$ cat src/rtl/pcileech_tx_pkg.sv
// rtl/pcileech_tx_pkg.sv - shared constants and types for the FT601 transmit serializer
package pcileech_tx_pkg;

  localparam int TX_WORD_W = 32;
  localparam int TX_BEATS  = 8;
  localparam int FRAME_W   = 256;
  localparam logic [TX_WORD_W-1:0] FILLER_STATUS = 32'hFFFFFFEF;

  typedef enum logic [0:0] {
    ST_IDLE = 1'b0,
    ST_SEND = 1'b1
  } tx_state_e;

endpackage

$ cat src/rtl/pcileech_tx_serializer_if.sv
// rtl/pcileech_tx_serializer_if.sv - frame input and beat output signals of the transmit serializer
interface pcileech_tx_serializer_if;
  import pcileech_tx_pkg::*;

  logic [FRAME_W-1:0]   din;
  logic                 din_valid;
  logic                 din_ready;
  logic [TX_WORD_W-1:0] tx_data;
  logic                 tx_valid;
  logic                 tx_ready;
  logic                 overflow;
  logic [3:0]           level;

  modport master (
    output din, din_valid, tx_ready,
    input  din_ready, tx_data, tx_valid, overflow, level
  );

  modport slave (
    input  din, din_valid, tx_ready,
    output din_ready, tx_data, tx_valid, overflow, level
  );

endinterface

$ cat src/rtl/pcileech_tx_frame_fifo.sv
// rtl/pcileech_tx_frame_fifo.sv - 256-bit frame ring buffer with occupancy, full and empty
module pcileech_tx_frame_fifo
  import pcileech_tx_pkg::*;
#(
  parameter int DEPTH = 8
) (
  input  logic                     clk,
  input  logic                     rst,
  input  logic                     i_push,
  input  logic [FRAME_W-1:0]       i_din,
  input  logic                     i_pop,
  output logic [FRAME_W-1:0]       o_dout,
  output logic [$clog2(DEPTH):0]   o_level,
  output logic                     o_full,
  output logic                     o_empty
);

  localparam int AW = $clog2(DEPTH);
  localparam logic [AW:0] FULL_LVL = (AW+1)'(DEPTH);

  logic [FRAME_W-1:0] r_mem [DEPTH];
  logic [AW-1:0]      r_wr_ptr;
  logic [AW-1:0]      r_rd_ptr;
  logic [AW:0]        r_level;

  // Storage carries no reset; only pointers and occupancy define validity.
  always_ff @(posedge clk) begin
    if (i_push) begin
      r_mem[r_wr_ptr] <= i_din;
    end
  end

  always_ff @(posedge clk) begin
    if (rst) begin
      r_wr_ptr <= '0;
      r_rd_ptr <= '0;
      r_level  <= '0;
    end else begin
      if (i_push) r_wr_ptr <= r_wr_ptr + 1'b1;
      if (i_pop)  r_rd_ptr <= r_rd_ptr + 1'b1;
      r_level <= r_level + {{AW{1'b0}}, i_push} - {{AW{1'b0}}, i_pop};
    end
  end

  assign o_dout  = r_mem[r_rd_ptr];
  assign o_level = r_level;
  assign o_full  = (r_level == FULL_LVL);
  assign o_empty = (r_level == '0);

endmodule

$ cat src/rtl/pcileech_tx_serializer.sv
// rtl/pcileech_tx_serializer.sv - buffers 256-bit mux frames and emits them as eight 32-bit beats, status first
module pcileech_tx_serializer
  import pcileech_tx_pkg::*;
#(
  parameter int DEPTH        = 8,
  parameter int AFULL_MARGIN = 3
) (
  input logic               clk,
  input logic               rst,
  pcileech_tx_serializer_if.slave bus
);

  localparam int AW = $clog2(DEPTH);
  localparam int BW = $clog2(TX_BEATS);
  localparam logic [AW:0] AFULL_LVL = (AW+1)'(DEPTH - AFULL_MARGIN);

  tx_state_e          r_state;
  tx_state_e          w_state_next;
  logic [BW-1:0]      r_beat;
  logic [FRAME_W-1:0] r_shift;
  logic               r_din_ready;
  logic               r_overflow;

  logic [FRAME_W-1:0] w_head;
  logic [AW:0]        w_level;
  logic [AW:0]        w_level_next;
  logic               w_full;
  logic               w_empty;
  logic               w_push;
  logic               w_pop;
  logic               w_accept;

  pcileech_tx_frame_fifo #(.DEPTH(DEPTH)) u_fifo (
    .clk     (clk),
    .rst     (rst),
    .i_push  (w_push),
    .i_din   (bus.din),
    .i_pop   (w_pop),
    .o_dout  (w_head),
    .o_level (w_level),
    .o_full  (w_full),
    .o_empty (w_empty)
  );

  assign w_accept = (r_state == ST_SEND) && bus.tx_ready;

  always_comb begin
    w_state_next = r_state;
    w_pop        = 1'b0;
    case (r_state)
      ST_IDLE: begin
        if (!w_empty) begin
          w_pop        = 1'b1;
          w_state_next = ST_SEND;
        end
      end
      ST_SEND: begin
        if (w_accept && (r_beat == '0)) begin
          if (!w_empty) w_pop = 1'b1;
          else          w_state_next = ST_IDLE;
        end
      end
      default: w_state_next = ST_IDLE;
    endcase
  end

  // A full FIFO still takes a frame when the head leaves in the same cycle.
  assign w_push       = bus.din_valid && (!w_full || w_pop);
  assign w_level_next = w_level + {{AW{1'b0}}, w_push} - {{AW{1'b0}}, w_pop};

  always_ff @(posedge clk) begin
    if (rst) begin
      r_state     <= ST_IDLE;
      r_beat      <= '0;
      r_shift     <= '0;
      r_din_ready <= 1'b0;
      r_overflow  <= 1'b0;
    end else begin
      r_state     <= w_state_next;
      r_din_ready <= (w_level_next <= AFULL_LVL);
      if (bus.din_valid && w_full && !w_pop) r_overflow <= 1'b1;
      if (w_pop) begin
        r_shift <= w_head;
        r_beat  <= BW'(TX_BEATS - 1);
      end else if (w_accept) begin
        r_shift <= {r_shift[FRAME_W-TX_WORD_W-1:0], {TX_WORD_W{1'b0}}};
        r_beat  <= r_beat - 1'b1;
      end
    end
  end

  assign bus.tx_data   = r_shift[FRAME_W-1 -: TX_WORD_W];
  assign bus.tx_valid  = (r_state == ST_SEND);
  assign bus.din_ready = r_din_ready;
  assign bus.overflow  = r_overflow;
  assign bus.level     = 4'(w_level);

endmodule

$ cat src/flat_wrapper.sv
// flat-port wrapper written by rule: the top's interface ports become plain ports
module pcileech_tx_serializer_flat import pcileech_tx_pkg::*;
#(
  parameter int DEPTH        = 8,
  parameter int AFULL_MARGIN = 3
)
  (clk, rst, bus_din, bus_din_valid, bus_tx_ready, bus_din_ready, bus_tx_data, bus_tx_valid, bus_overflow, bus_level);
  pcileech_tx_serializer_if bus_i ();
  input logic clk;
  input logic rst;
  input wire logic [$bits(bus_i.din)-1:0] bus_din;
  input wire logic [$bits(bus_i.din_valid)-1:0] bus_din_valid;
  input wire logic [$bits(bus_i.tx_ready)-1:0] bus_tx_ready;
  output wire logic [$bits(bus_i.din_ready)-1:0] bus_din_ready;
  output wire logic [$bits(bus_i.tx_data)-1:0] bus_tx_data;
  output wire logic [$bits(bus_i.tx_valid)-1:0] bus_tx_valid;
  output wire logic [$bits(bus_i.overflow)-1:0] bus_overflow;
  output wire logic [$bits(bus_i.level)-1:0] bus_level;
  assign bus_i.din = bus_din;
  assign bus_i.din_valid = bus_din_valid;
  assign bus_i.tx_ready = bus_tx_ready;
  assign bus_din_ready = bus_i.din_ready;
  assign bus_tx_data = bus_i.tx_data;
  assign bus_tx_valid = bus_i.tx_valid;
  assign bus_overflow = bus_i.overflow;
  assign bus_level = bus_i.level;
  pcileech_tx_serializer #(.DEPTH(DEPTH), .AFULL_MARGIN(AFULL_MARGIN)) u_core (.clk(clk), .rst(rst), .bus(bus_i));
endmodule
$ cat config.mk
export PLATFORM = sky130hd
export DESIGN_NAME = pcileech_tx_serializer_flat
export DESIGN_NICKNAME = d
export VERILOG_FILES = /design/src/rtl/pcileech_tx_pkg.sv /design/src/rtl/pcileech_tx_serializer_if.sv /design/src/rtl/pcileech_tx_frame_fifo.sv /design/src/rtl/pcileech_tx_serializer.sv /design/src/flat_wrapper.sv
export SDC_FILE = /design/constraint.sdc
export NUM_CORES = 2
export LEC_CHECK = 0
export CAP_MARGIN = 40
export CORE_ASPECT_RATIO = 0.5
export CORE_MARGIN = 2
export CORE_UTILIZATION = 60
export DETAILED_ROUTE_END_ITERATION = 10
export HOLD_SLACK_MARGIN = 0.03
export PLACE_DENSITY = 0.78
export SLEW_MARGIN = 20
export SYNTH_ARGS = -nofsm -noshare
export SYNTH_HDL_FRONTEND = slang
export SYNTH_SLANG_ARGS = --single-unit
$ cat constraint.sdc
create_clock -name clk -period 82.1 [get_ports clk]
set_input_delay 8.21 -clock clk [delete_from_list [all_inputs] [get_ports clk]]
set_output_delay 8.21 -clock clk [all_outputs]
set_load 0.005 [all_outputs]
==> results.json <==
{
  "status": "finished clean",
  "netlist_area_um2": 88100,
  "dieHeight_um": 275,
  "dieArea_um2": 150000,
  "max_cap_viol_count": 0,
  "gp_congestion": 0.776,
  "hp-class": "reg -> reg",
  "crit_required_ps": 82600,
  "met3_length_um": 19100,
  "wl_per_cell_um": 30.1,
  "area_growth_pct": 13.3,
  "rsz0062_at_grt": "no",
  "wl_um": 208000,
  "irDropWorstVdd_v": 0.0000350,
  "cts_tree": "built",
  "syn_avg_cell_area_um2": 19.7,
  "numPortBuffers": 298,
  "async_reset_ff_share_pct": 0,
  "rows": 99,
  "post_cts_buffers": 0,
  "synth_ff_type": "edfxtp_1",
  "fin_crit_sh_pct": 14.5,
  "start_kind": "primary input",
  "place_hpwl_um": 116000,
  "worstPathArrival_ps": 12420,
  "fin_skew_ps": 18.3,
  "grt_max_degree": 174,
  "clock_latency_ps": 830,
  "place_area_um2": 93400,
  "htree_levels": 4,
  "end_kind": "register",
  "fin_tns_setup_ps": 0,
  "vias": 45400,
  "cp_cell_sequence": "clkdlybuf4s50_1 > and3b_1 > o211ai_1 > inv_1 > nand2_1 > nor3b_2 > buf_12 > buf_4 > buf_4 > buf_12",
  "yosysUniqueCellTypes": 41,
  "cts_buffers": 188,
  "firstDrtPassIters": 8,
  "cp_max_fo": 139,
  "grt_pass1_wl_um": 302000,
  "root_buffer": "clkbuf_16",
  "slowest_delay_ps": 760,
  "io_pins": 299,
  "power_leakage_uw": 0.0304,
  "postRouteAntennaNets": 0,
  "first_iter_violations": 5656,
  "synth-seq-area-share_pct": 76.1,
  "clock_sinks": 2323,
  "power_density_nw_per_um2": 30.7,
  "grt_pass1_vias": 45500,
  "wl_met1_um": 78200,
  "routed-wl-met2_um": 103000,
  "overflow": 0,
  "ys_seq_elements": 2323,
  "fin_area_um2": 99800,
  "period_needed_ps": 11920,
  "fillers": 8610,
  "slowest_stage": "buf_12",
  "hold_viol": 0,
  "start_util_pct": 60.4,
  "slew_viol_final": 0,
  "drc": 0,
  "cts_buffer_depth": 3,
  "crit_type": "in -> reg",
  "grt_use_total_pct": 27.5,
  "cts_resized": 0,
  "antenna_found_initial": 64,
  "mostFrequentLayoutCells": "edfxtp_1 (2048), mux4_2 (490), nand2_1 (435)",
  "slew_headroom_pct": 22.5,
  "die_w_um": 546,
  "setup_viol": 0,
  "fp.coreArea_um2": 146000,
  "fmax_ghz": 0.0839,
  "final_nets": 4991,
  "tightestPinTransition_ps": 1160,
  "holdBufCountCts": 0,
  "ys_warn_count": 0,
  "drive_above_1_share_pct": 18.9,
  "synth_fp_nets": 4740,
  "highest_layer": "met5",
  "synth_cells": 4470,
  "synth-edff-count": 2048,
  "final_common_cell": "edfxtp_1",
  "viasPerCell": 6.59,
  "path_clk_slew_ps": 60
}
[worst paths after layout]
path	start	end	slack (ps)	cells past startpoint
max	bus_tx_ready	u_core.u_fifo.r_mem[6][235]	70180	10
max reg2reg	u_core.u_fifo.o_level[2]	u_core.u_fifo.r_mem[6][235]	77540	11
min	u_core.r_shift[19]	u_core.r_shift[19]	490	1
min reg2reg	u_core.r_shift[19]	u_core.r_shift[19]	490	1
[critical path, delay by kind of cell]
kind            cells  cell delay (ps)
buf+inv             6             3010
simple gates        3              730
compound gates      1              280
[metal layers]
| metal | GRT usage, % | vias to the layer above |
|---|---|---|
| met5 | 0 | - |
| met4 | 11.2 | 28 |
| met3 | 5.29 | 383 |
| met2 | 44.8 | 2470 |
| met1 | 37.2 | 23800 |
| li1 | - | 18800 |
[synthesized netlist by cell type (all sizes together) (2+ instances only)]
cell,count,share of area (%)
edfxtp,2048,70
mux4,490,13
nand2,436,1.9
dfxtp,275,6.2
nor2b,216,1.5
a211oi,213,1.8
a311oi,213,2.1
clkbuf,186,0.79
buf,148,1.1
mux2i,44,0.50
mux2,33,0.42
a22o,32,0.32
a21oi,23,0.13
a22oi,22,0.19
nor2,14,0.060
nor3,13,0.074
o22ai,11,0.078
inv,10,0.043
ha,9,0.13
nor3b,4,0.034
o21ai,4,0.023
xnor2,4,0.040
a21o,2,0.017
and2,2,0.014
nand2b,2,0.014
nor4b,2,0.020
or3,2,0.014
xor2,2,0.020
[stage by stage]
step	worst slack, ps	hold slack, ps	utilization [%]	power (uW)	cells
2_1_floorplan	45940	449	-	2000	4470
3_3_place_gp	68790	465	63.5	2120	6465
3_5_place_dp	69400	468	64.1	2160	6496
4_1_cts	70270	486	68.3	3070	6851
5_1_grt	70020	494	68.4	3160	6887
6_report	70180	489	68.5	3060	6895
[state kept, by name (all words and copies together) (netlist names), 3 cells and up, named ones only]
register and cells:
u_core.r_shift 256, u_core.r_beat 3, u_core.u_fifo.r_rd_ptr 3, u_core.u_fifo.o_level 4, u_core.u_fifo.r_wr_ptr 3, u_core.u_fifo.r_mem 2048
[power by group]
part	internal, uW	total, uW	switching, uW
sequential	1410	1490	79.2
clock	498	912	414
combinational	293	659	367
total	2200	3060	860
[logic make-up (layout without fill, tap and decap cells)]
group	Yosys count	in the layout	synth area share, %
AO/OA/AOI/OAI	522	522	4.70
flip-flops	2323	2323	76.1
multiplexers	567	567	13.4
AND/OR/NAND/NOR	698	698	3.69
adder cells (fa/ha/maj)	10	10	0.151
other	0	40	0
XOR/XNOR	6	6	0.0596
buffers and inverters	344	760	1.90
[cell type report]
class	count	area, um^2	share of cell area (%)
Antenna cell	40	100	0.100
Clock buffer	264	5300	5.31
Clock inverter	91	906	0.908
Inverter	10	37.5	0.0376
Multi-Input combinational cell	1803	19500	19.5
Sequential cell	2323	67000	67.1
Tap cell	1969	2460	2.47
Timing Repair Buffer	395	4470	4.48
Power figures use the tool's default switching activity.
